**config.mk**
```make
export PLATFORM = sky130hd
export DESIGN_NAME = game_state_ctrl
export DESIGN_NICKNAME = d
export VERILOG_FILES = /design/src/rtl/dino_pkg.sv /design/src/rtl/btn_debounce.sv /design/src/rtl/game_state_ctrl.sv
export SDC_FILE = /design/constraint.sdc
export NUM_CORES = 1
export LEC_CHECK = 0
export ABC_AREA = 1
export ABC_CLOCK_PERIOD_IN_PS = 3100
export BUFFER_PORTS_ARGS = -buffer_cell sky130_fd_sc_hd__buf_4
export CELL_PAD_IN_SITES_DETAIL_PLACEMENT = 0
export CELL_PAD_IN_SITES_GLOBAL_PLACEMENT = 1
export CORE_MARGIN = 2
export CORE_UTILIZATION = 42
export CTS_BUF_LIST = sky130_fd_sc_hd__clkbuf_16
export DETAILED_ROUTE_END_ITERATION = 8
export PLACE_DENSITY = 0.86
export SLEW_MARGIN = 20
export SYNTH_ARGS = -nofsm -noshare
export SYNTH_HDL_FRONTEND = slang
export SYNTH_SLANG_ARGS = --single-unit
```
**constraint.sdc**
```tcl
create_clock -name clk -period 3.1 [get_ports clk]
set_input_delay 0.62 -clock clk [delete_from_list [all_inputs] [get_ports clk]]
set_output_delay 0.62 -clock clk [all_outputs]
set_load 0.05 [all_outputs]
```
**src/rtl/dino_pkg.sv**
```systemverilog
// Shared definitions for the dino game blocks: game-state encoding,
// visible-area defaults, 640x480 timing totals and a saturating helper.
package dino_pkg;

    localparam logic [1:0] ST_IDLE = 2'd0;
    localparam logic [1:0] ST_RUN  = 2'd1;
    localparam logic [1:0] ST_HIT  = 2'd2;
    localparam logic [1:0] ST_OVER = 2'd3;

    localparam int H_VIS_DEF = 640;
    localparam int V_VIS_DEF = 480;
    localparam int H_TOTAL   = 800;
    localparam int V_TOTAL   = 525;

    // Increment that sticks at all-ones instead of wrapping.
    function automatic logic [9:0] sat_inc10(input logic [9:0] v);
        return (v == 10'h3FF) ? v : v + 10'd1;
    endfunction

endpackage

```
**src/rtl/btn_debounce.sv**
```systemverilog
// Button conditioner: 2-flop synchronizer, frame-rate debounce and a
// rising-edge event that coincides with the sampling strobe.
module btn_debounce #(
    parameter int DEB_FRAMES = 2
) (
    input  logic clk,
    input  logic rst,
    input  logic btn_raw,
    input  logic sample_en,
    output logic press_evt
);

    logic       sync_1;
    logic       sync_2;
    logic       level;
    logic [2:0] run_cnt;
    logic       differ;
    logic       accept;

    // Bring the asynchronous button into the pixel clock domain.
    always_ff @(posedge clk or posedge rst) begin
        if (rst) begin
            sync_1 <= 1'b0;
            sync_2 <= 1'b0;
        end else begin
            sync_1 <= btn_raw;
            sync_2 <= sync_1;
        end
    end

    // The level only flips once the same differing sample has been seen on
    // DEB_FRAMES consecutive strobes; any agreeing sample restarts the run.
    assign differ    = (sync_2 != level);
    assign accept    = sample_en && differ && (run_cnt == 3'(DEB_FRAMES - 1));
    assign press_evt = accept && sync_2;

    // Debounced level and consecutive-sample run counter.
    always_ff @(posedge clk or posedge rst) begin
        if (rst) begin
            level   <= 1'b0;
            run_cnt <= 3'd0;
        end else if (sample_en) begin
            if (!differ) begin
                run_cnt <= 3'd0;
            end else if (accept) begin
                level   <= sync_2;
                run_cnt <= 3'd0;
            end else begin
                run_cnt <= run_cnt + 3'd1;
            end
        end
    end

endmodule

```
**src/rtl/game_state_ctrl.sv**
```systemverilog
// Game-state controller: frame strobe, pixel-accurate collision counting
// and the IDLE/RUN/HIT/OVER sequencer driving freeze and restart.
//
// state | meaning
// ------+--------------------------------------------------------------
// IDLE  | after reset, world frozen, waiting for the first press
// RUN   | world moving, overlap pixels counted every frame
// HIT   | collision seen, world frozen for HOLD_FRAMES frames
// OVER  | game over, world frozen, a fresh press starts a new run
module game_state_ctrl
    import dino_pkg::*;
#(
    parameter int H_VIS       = H_VIS_DEF,
    parameter int V_VIS       = V_VIS_DEF,
    parameter int HIT_THRESH  = 4,
    parameter int HOLD_FRAMES = 30,
    parameter int DEB_FRAMES  = 2
) (
    input  logic       clk,
    input  logic       rst,
    input  logic [9:0] hc,
    input  logic [9:0] vc,
    input  logic       dino_px,
    input  logic       obst_px,
    input  logic       jump_btn,
    output logic       freeze,
    output logic       restart,
    output logic       frame_tick,
    output logic [1:0] game_state,
    output logic [9:0] overlap_last
);

    logic       tick_cond;
    logic       pix_hit;
    logic       press_evt;
    logic [9:0] ovl_cnt;
    logic [5:0] hold_cnt;
    logic [5:0] hold_nxt;
    logic [1:0] state_nxt;
    logic       restart_nxt;

    assign tick_cond = (hc == 10'd0) && (vc == 10'(V_VIS));
    assign pix_hit   = (hc < 10'(H_VIS)) && (vc < 10'(V_VIS)) &&
                       dino_px && obst_px && (game_state == ST_RUN);

    // One-cycle strobe at the first pixel of vertical blank.
    always_ff @(posedge clk or posedge rst) begin
        if (rst) frame_tick <= 1'b0;
        else     frame_tick <= tick_cond;
    end

    btn_debounce #(
        .DEB_FRAMES (DEB_FRAMES)
    ) u_jump_deb (
        .clk       (clk),
        .rst       (rst),
        .btn_raw   (jump_btn),
        .sample_en (frame_tick),
        .press_evt (press_evt)
    );

    // Per-frame overlap count; published and cleared at every frame strobe.
    always_ff @(posedge clk or posedge rst) begin
        if (rst) begin
            ovl_cnt      <= 10'd0;
            overlap_last <= 10'd0;
        end else if (frame_tick) begin
            overlap_last <= ovl_cnt;
            ovl_cnt      <= 10'd0;
        end else if (pix_hit) begin
            ovl_cnt <= sat_inc10(ovl_cnt);
        end
    end

    // Next-state decode; the sequencer only moves on frame strobes. In RUN
    // the press is ignored, so a collision always wins over a press.
    always_comb begin
        state_nxt   = game_state;
        hold_nxt    = hold_cnt;
        restart_nxt = 1'b0;
        if (frame_tick) begin
            case (game_state)
                ST_IDLE, ST_OVER: begin
                    if (press_evt) begin
                        state_nxt   = ST_RUN;
                        restart_nxt = 1'b1;
                    end
                end
                ST_RUN: begin
                    if (ovl_cnt >= 10'(HIT_THRESH)) begin
                        state_nxt = ST_HIT;
                        hold_nxt  = 6'(HOLD_FRAMES - 1);
                    end
                end
                ST_HIT: begin
                    if (hold_cnt == 6'd0) state_nxt = ST_OVER;
                    else                  hold_nxt  = hold_cnt - 6'd1;
                end
                default: state_nxt = ST_IDLE;
            endcase
        end
    end

    // State, hold timer and registered controls; freeze tracks the new state.
    always_ff @(posedge clk or posedge rst) begin
        if (rst) begin
            game_state <= ST_IDLE;
            hold_cnt   <= 6'd0;
            restart    <= 1'b0;
            freeze     <= 1'b1;
        end else begin
            game_state <= state_nxt;
            hold_cnt   <= hold_nxt;
            restart    <= restart_nxt;
            freeze     <= (state_nxt != ST_RUN);
        end
    end

endmodule

```
Word level (Yosys, flattened, before mapping)
Index checks and enable logic that the tools add are counted.
{ "word_totals": {"regBits": 37, "in_bits": 25, "elab_cells": 61} }
{ "classes": {"add_sub_neg": 3, "magnitude_cmp": 3, "eq_ne": 11, "n_mux": 16, "reduce_logical": 17} }
{ "op_table": {"columns": ["cell", "n"], "rows": [
  ["10-bit two-way mux", 3],
  ["6-bit two-way mux", 2],
  ["6-bit one-hot mux with 2 select lines", 1],
  ["10-bit by 1-bit adder with 10-bit output, second input constant", 1],
  ["10-bit == test, second input constant", 1],
  ["10-bit by 9-bit == test with 1-bit output, second input constant", 1],
  ["10-bit by 3-bit greater-or-equal comparator with 1-bit output, second input constant", 1],
  ["10-bit logical NOT", 1],
  ["10-bit < comparator, second input constant", 1],
  ["10-bit by 9-bit < comparator with 1-bit output, second input constant", 1],
  ["1-bit logical AND", 8],
  ["2-bit two-way mux", 4],
  ["6-bit logical NOT", 1],
  ["3-bit two-way mux", 2],
  ["2-bit one-hot mux with 3 select lines", 1],
  ["6-bit by 1-bit subtractor with 6-bit output, second input constant", 1],
  ["2-bit == test, second input constant", 2],
  ["2-bit by 1-bit inequality test with 1-bit output, second input constant", 2],
  ["2-bit inequality test, second input constant", 2],
  ["4-bit AND reduction", 1],
  ["2-bit nonzero test", 2],
  ["3-bit by 1-bit adder with 3-bit output, second input constant", 1],
  ["3-bit by 1-bit == test with 1-bit output, second input constant", 1],
  ["1-bit two-way mux", 3],
  ["6 further kinds", 6]
]} }

Logic depth before layout (Yosys ltp)
{ "depth": {"ltp_word": 8, "ltp_mapped": 10, "depth_no_buf": 10} }

By module
Synthesis repeated with hierarchy kept, for this count alone.
{ "hier_totals": {"cells_unflattened": 274, "hier_area_um2": 2060.7} }
{ "by_module_without_submodules": {"columns": ["module", "n_inst", "cells_each", "area_each_um2"], "rows": [
  ["game_state_ctrl", 1, 234, 1744.2],
  ["btn_debounce", 1, 40, 316.6]
]} }

Worst setup path before layout
No wires, ideal clock.
{ "synth_timing": {"kind": "reg2reg", "startpoint": "register game_state[0]", "endpoint": "register hold_cnt[0]", "arrival_ns": 1.635, "t_required_ns": 2.972, "setup_slack_ns": 1.338, "path_stages_with_launch": 7, "path_cell_list": "dfrtp_1 > inv_1 > ha_1 > nor2_1 > nand3_2 > inv_2 > o21ai_0"} }
{ "synth_between": {"elab_chain_len": 3, "word_cells_on_any_way": 7} }
{ "synth_rtl": {"columns": ["element", "line_no", "text"], "rows": [
  ["start, declared", "game_state_ctrl.sv:29", "output logic [1:0] game_state,"],
  ["start signal, assigned", "game_state_ctrl.sv:112", "game_state <= state_nxt;"],
  ["2-bit == test or 2-bit by 1-bit == test with 1-bit output (tied branches)", "game_state_ctrl.sv:82", "case (game_state)"],
  ["2-bit inequality test (no source line), or another cell as far along", null, null],
  ["4-bit AND reduction (no source line)", null, null],
  ["end signal, assigned", "game_state_ctrl.sv:113", "hold_cnt <= hold_nxt;"],
  ["end, declared", "game_state_ctrl.sv:37", "logic [5:0] hold_cnt;"]
]} }
Parallel ways exist; a longest one is shown, timed or not.
A chain may end at the register's enable or synchronous reset.

Final worst setup path
{ "layout_timing": {"startpoint": "register frame_tick", "endpoint": "output port frame_tick"} }
{ "layout_lines": {"columns": ["element", "line_no", "text"], "rows": [
  ["start, declared", "game_state_ctrl.sv:28", "output logic frame_tick,"],
  ["start signal, assigned", "game_state_ctrl.sv:49", "else frame_tick <= tick_cond;"]
]} }
No word-level cell between the ends.

==> run summary <==
The run finished with clean final reports. The number of hold buffers added after cts is 0. The class of the worst hold path is in2async. Counting along the longest clock path gives a buffer depth of 2.

The first-iteration detailed-routing DRC count came out at 102. The post-synthesis sequential area ratio is 47.17%. The number of buffer cells added on primary ports is 39.

The number of diodes added for antenna fixing is 0. The total setup violations reported at the end of the flow came out at 0. The critical path data arrival time is 1.15 ns. The cell sitting at the root of the clock tree is a clkbuf_16. The synthesized netlist cell count is 254. The overall via count from detail_route came out at roughly 1.6k. The clock slew seen by the registers of the worst setup and hold paths is 0.06 ns.

The clock sink count came out at 37. The total length of routed wires is 3.799 mm. The quantity of gates resized following cts is 0. At the pin with the least slew margin, the transition time is 0.4264 ns. The final-report max-slew violation count is 0. The maximum vdd drop is 0.2731 mV. The synthesized area per cell came out at 7.739 sq um. STA classifies the critical path endpoint as a primary output.

The share of the clock period used by the worst path is 57.22%. The number of nets with antenna violations after detailed routing is 0. The floorplan row count is 24. The global routing usage summed across all routing layers is between 15 and 20%. The largest fanout on the critical path is 14. The average detailed-routed wire length per instance came out at 10.89 um. The first detailed-routing pass took 4 iterations. After detailed routing, the number of vias per cell comes to 4.716. The core region is ~0.0044 sq mm.

The synthesized design spends more area on one cell type than any other, namely dfrtp_1. The global-route wire length before repair came out at between 6 and 7 mm. In this run the tightest slew margin relative to its limit is between 70% and 80%. Cells with a size suffix above 1 make up 19.53% of the layout.

Across the routed clock network, the largest skew measured is 0.005594 ns. Once placement completed, the tool counted placed cells totaling about 340. The synthesized design contains 37 register bits. The later pin in the worst-skew pair is clocked with a latency of 0.27 ns. The synthesized cell area is 0.001966 sq mm. By area, the combinational part of the netlist is dominated by simple AND/OR/NAND/NOR gates. The leakage power came out at 1.256 nW. The Yosys warning count is 0. In this design, the stage delay of the slowest critical-path cell is ~0.6 ns. The via count of the first global-routing pass is 1586. On the critical path the largest part of the delay comes from flip-flops. The area added between synthesis and finish came out at 24.38%.

The share of synthesized area spent on multiplexers is 0%. Dividing total power by cell area gives a power density of 408.9 mW/mm^2. The post-synthesis compound-gate area fraction is 6.556%. Measured along the x axis, the die boundary spans approximately 72 um. The buffer and inverter count on the worst path is 1. The count of pins on the block boundary is 40. The count of buffers added by post-CTS timing repair for setup came out at 0. The layout net count came out at between 300 and 400.

The H-tree was split into 2 levels. The total die area is 0.005243 sq mm. The initial core utilization came out at 44.23%. The count of distinct cell types in the synthesized netlist came out at 27. Setup repair after global routing left no endpoint under its margin. Excluding fillers, the count of instances in the completed layout stands at 349. The startpoint identified for the worst register-to-register timing path is frame_tick.

Entering global routing, the biggest net connects 28 pins. TritonCTS built the clock tree. The cell with the largest stage delay on the worst path is dfrtp_1. On the final layout, the worst hold slack is 0.3266 ns. The sum of net half-perimeters after detailed placement is approximately 2.9 mm. The tool flagged a number of max-cap violations equal to 0.

The fill cell total of the finished layout came out at 436. The proportion of netlist area held by the largest area contributor is a little under half. The pre-CTS worst setup slack is 1.365 ns. The total count of hold-check failures in the final report came out at 0. STA classifies the critical path startpoint as a flip-flop. Data on the critical path is required at its endpoint by 2.48 ns. The critical path in this run is classified as reg2out. The initial antenna violation count came out at 0. The adder-cell share of the synthesized area came out at 5.092%. The post-route setup TNS is 0 ns.

Subtracting the final worst setup slack from the clock period gives 1.774 ns. The xor/xnor cell area share of the yosys netlist is about 3.1%. The highest clock rate came out at around 560 MHz.

The number of clock buffers inserted by TritonCTS is 5. Walking the worst path, the cells encountered are buf_4. The slack of the critical path is 1.326 ns. The post-route DRC violation count came out at 0. The total nets after synthesis is 287. For this run the aggregate overflow at the end of global routing stands at 0. The worst reg-to-reg setup slack came out at ~1.4 ns. The number of cells on the worst reg-to-reg path is 6.

After synthesis, the cell types taking the most area are dfrtp_1 46%, nand2_1 16%, nor2_1 5.9%. The worst flop-to-flop path endpoint is hold_cnt[2]. Summing the areas of all and, or, nand and nor instances in the mapped netlist gives a little under a third of the synthesized area. Routability-driven placement finished with a final weighted congestion of 0.7691. The die outline height is just over 70 um.
[metrics by stage]
stage	utilization (%)	cell area (sq um)	total power, mW
final	55.01	2445	0.9996
after floorplan	-	1966	0.5044
after global routing	55.01	2445	1.038
after CTS	55.01	2445	1.015
after detailed placement	51.80	2302	0.5338
after global placement	51.80	2302	0.5333
[cell usage in the layout, fill, tap and decap left out, types with 3 or more instances in the layout]
master	n
inv_1	26
nor2_1	31
clkbuf_16	5
o21ai_0	21
dfrtp_1	36
nand2_1	82
nor4_1	4
buf_4	41
xnor2_1	3
ha_1	8
nand3_1	16
xor2_1	4
[layer usage]
layer	up-vias	share of wire, %	GRT usage (%)
met1	718	50	22.08
met3	4	5.4	5.000
met2	40	43	25.99
li1	884	-	-
met5	-	0	0
met4	0	1.3	5.556
[area by class of cell]
cell class,count,area (sq um),area share (%)
inverter,28,105.1,4.299
timing repair buffer,41,307.8,12.59
clock inverter,3,17.52,0.7165
clock buffer,5,125.1,5.118
multi-input combinational,183,897.1,36.69
sequential,37,927.1,37.92
tap,52,65.06,2.661
[Yosys cell counts, drive strengths merged]
cell and n:
xnor2 3, buf 4, inv 28, o31ai 1
nor4 4, dfrtp 36, nor3b 1, ha 8
nor2 33, a21boi 1, o21ai 21, nand3 17
xor2 4, dfstp 1, nor3 1, nand2 85
clkbuf 2, nand4 2, or2 1, o32ai 1
[sequential cells by signal, indices dropped and copies added (netlist names)]
signal	flops
overlap_last	10
ovl_cnt	10
hold_cnt	6
u_jump_deb.run_cnt	3
game_state	2
frame_tick	1
freeze	1
restart	1
u_jump_deb.level	1
u_jump_deb.sync_1	1
u_jump_deb.sync_2	1
[kinds of logic after synthesis]
logic type	count (synthesis)
AO/OA/AOI/OAI	24
buffers and inverters	34
AND/OR/NAND/NOR	144
XOR/XNOR	7
flip-flops	37
adder cells (fa/ha/maj)	8
[worst max-delay path by stage]
stage / to / startpoint / slack, ns / cells after the start
2_1_floorplan: hold_cnt[0] / game_state[0] / 1.34 / 6
3_3_place_gp: hold_cnt[2] / frame_tick / 1.44 / 5
3_5_place_dp: hold_cnt[0] / frame_tick / 1.36 / 5
4_1_cts: frame_tick / frame_tick / 1.32 / 1
5_1_grt: hold_cnt[2] / frame_tick / 1.12 / 6
6_report: frame_tick / frame_tick / 1.33 / 1
[where the power goes]
part	internal, mW	total, mW	switching, mW	leakage, nW
Clock	0.294	0.476	0.182	0.0712
Sequential	0.485	0.486	0.000916	0.509
Combinational	0.0223	0.0383	0.0160	0.676
Total	0.801	1.00	0.198	1.26
Note: power is estimated with default switching activity, not from simulation.
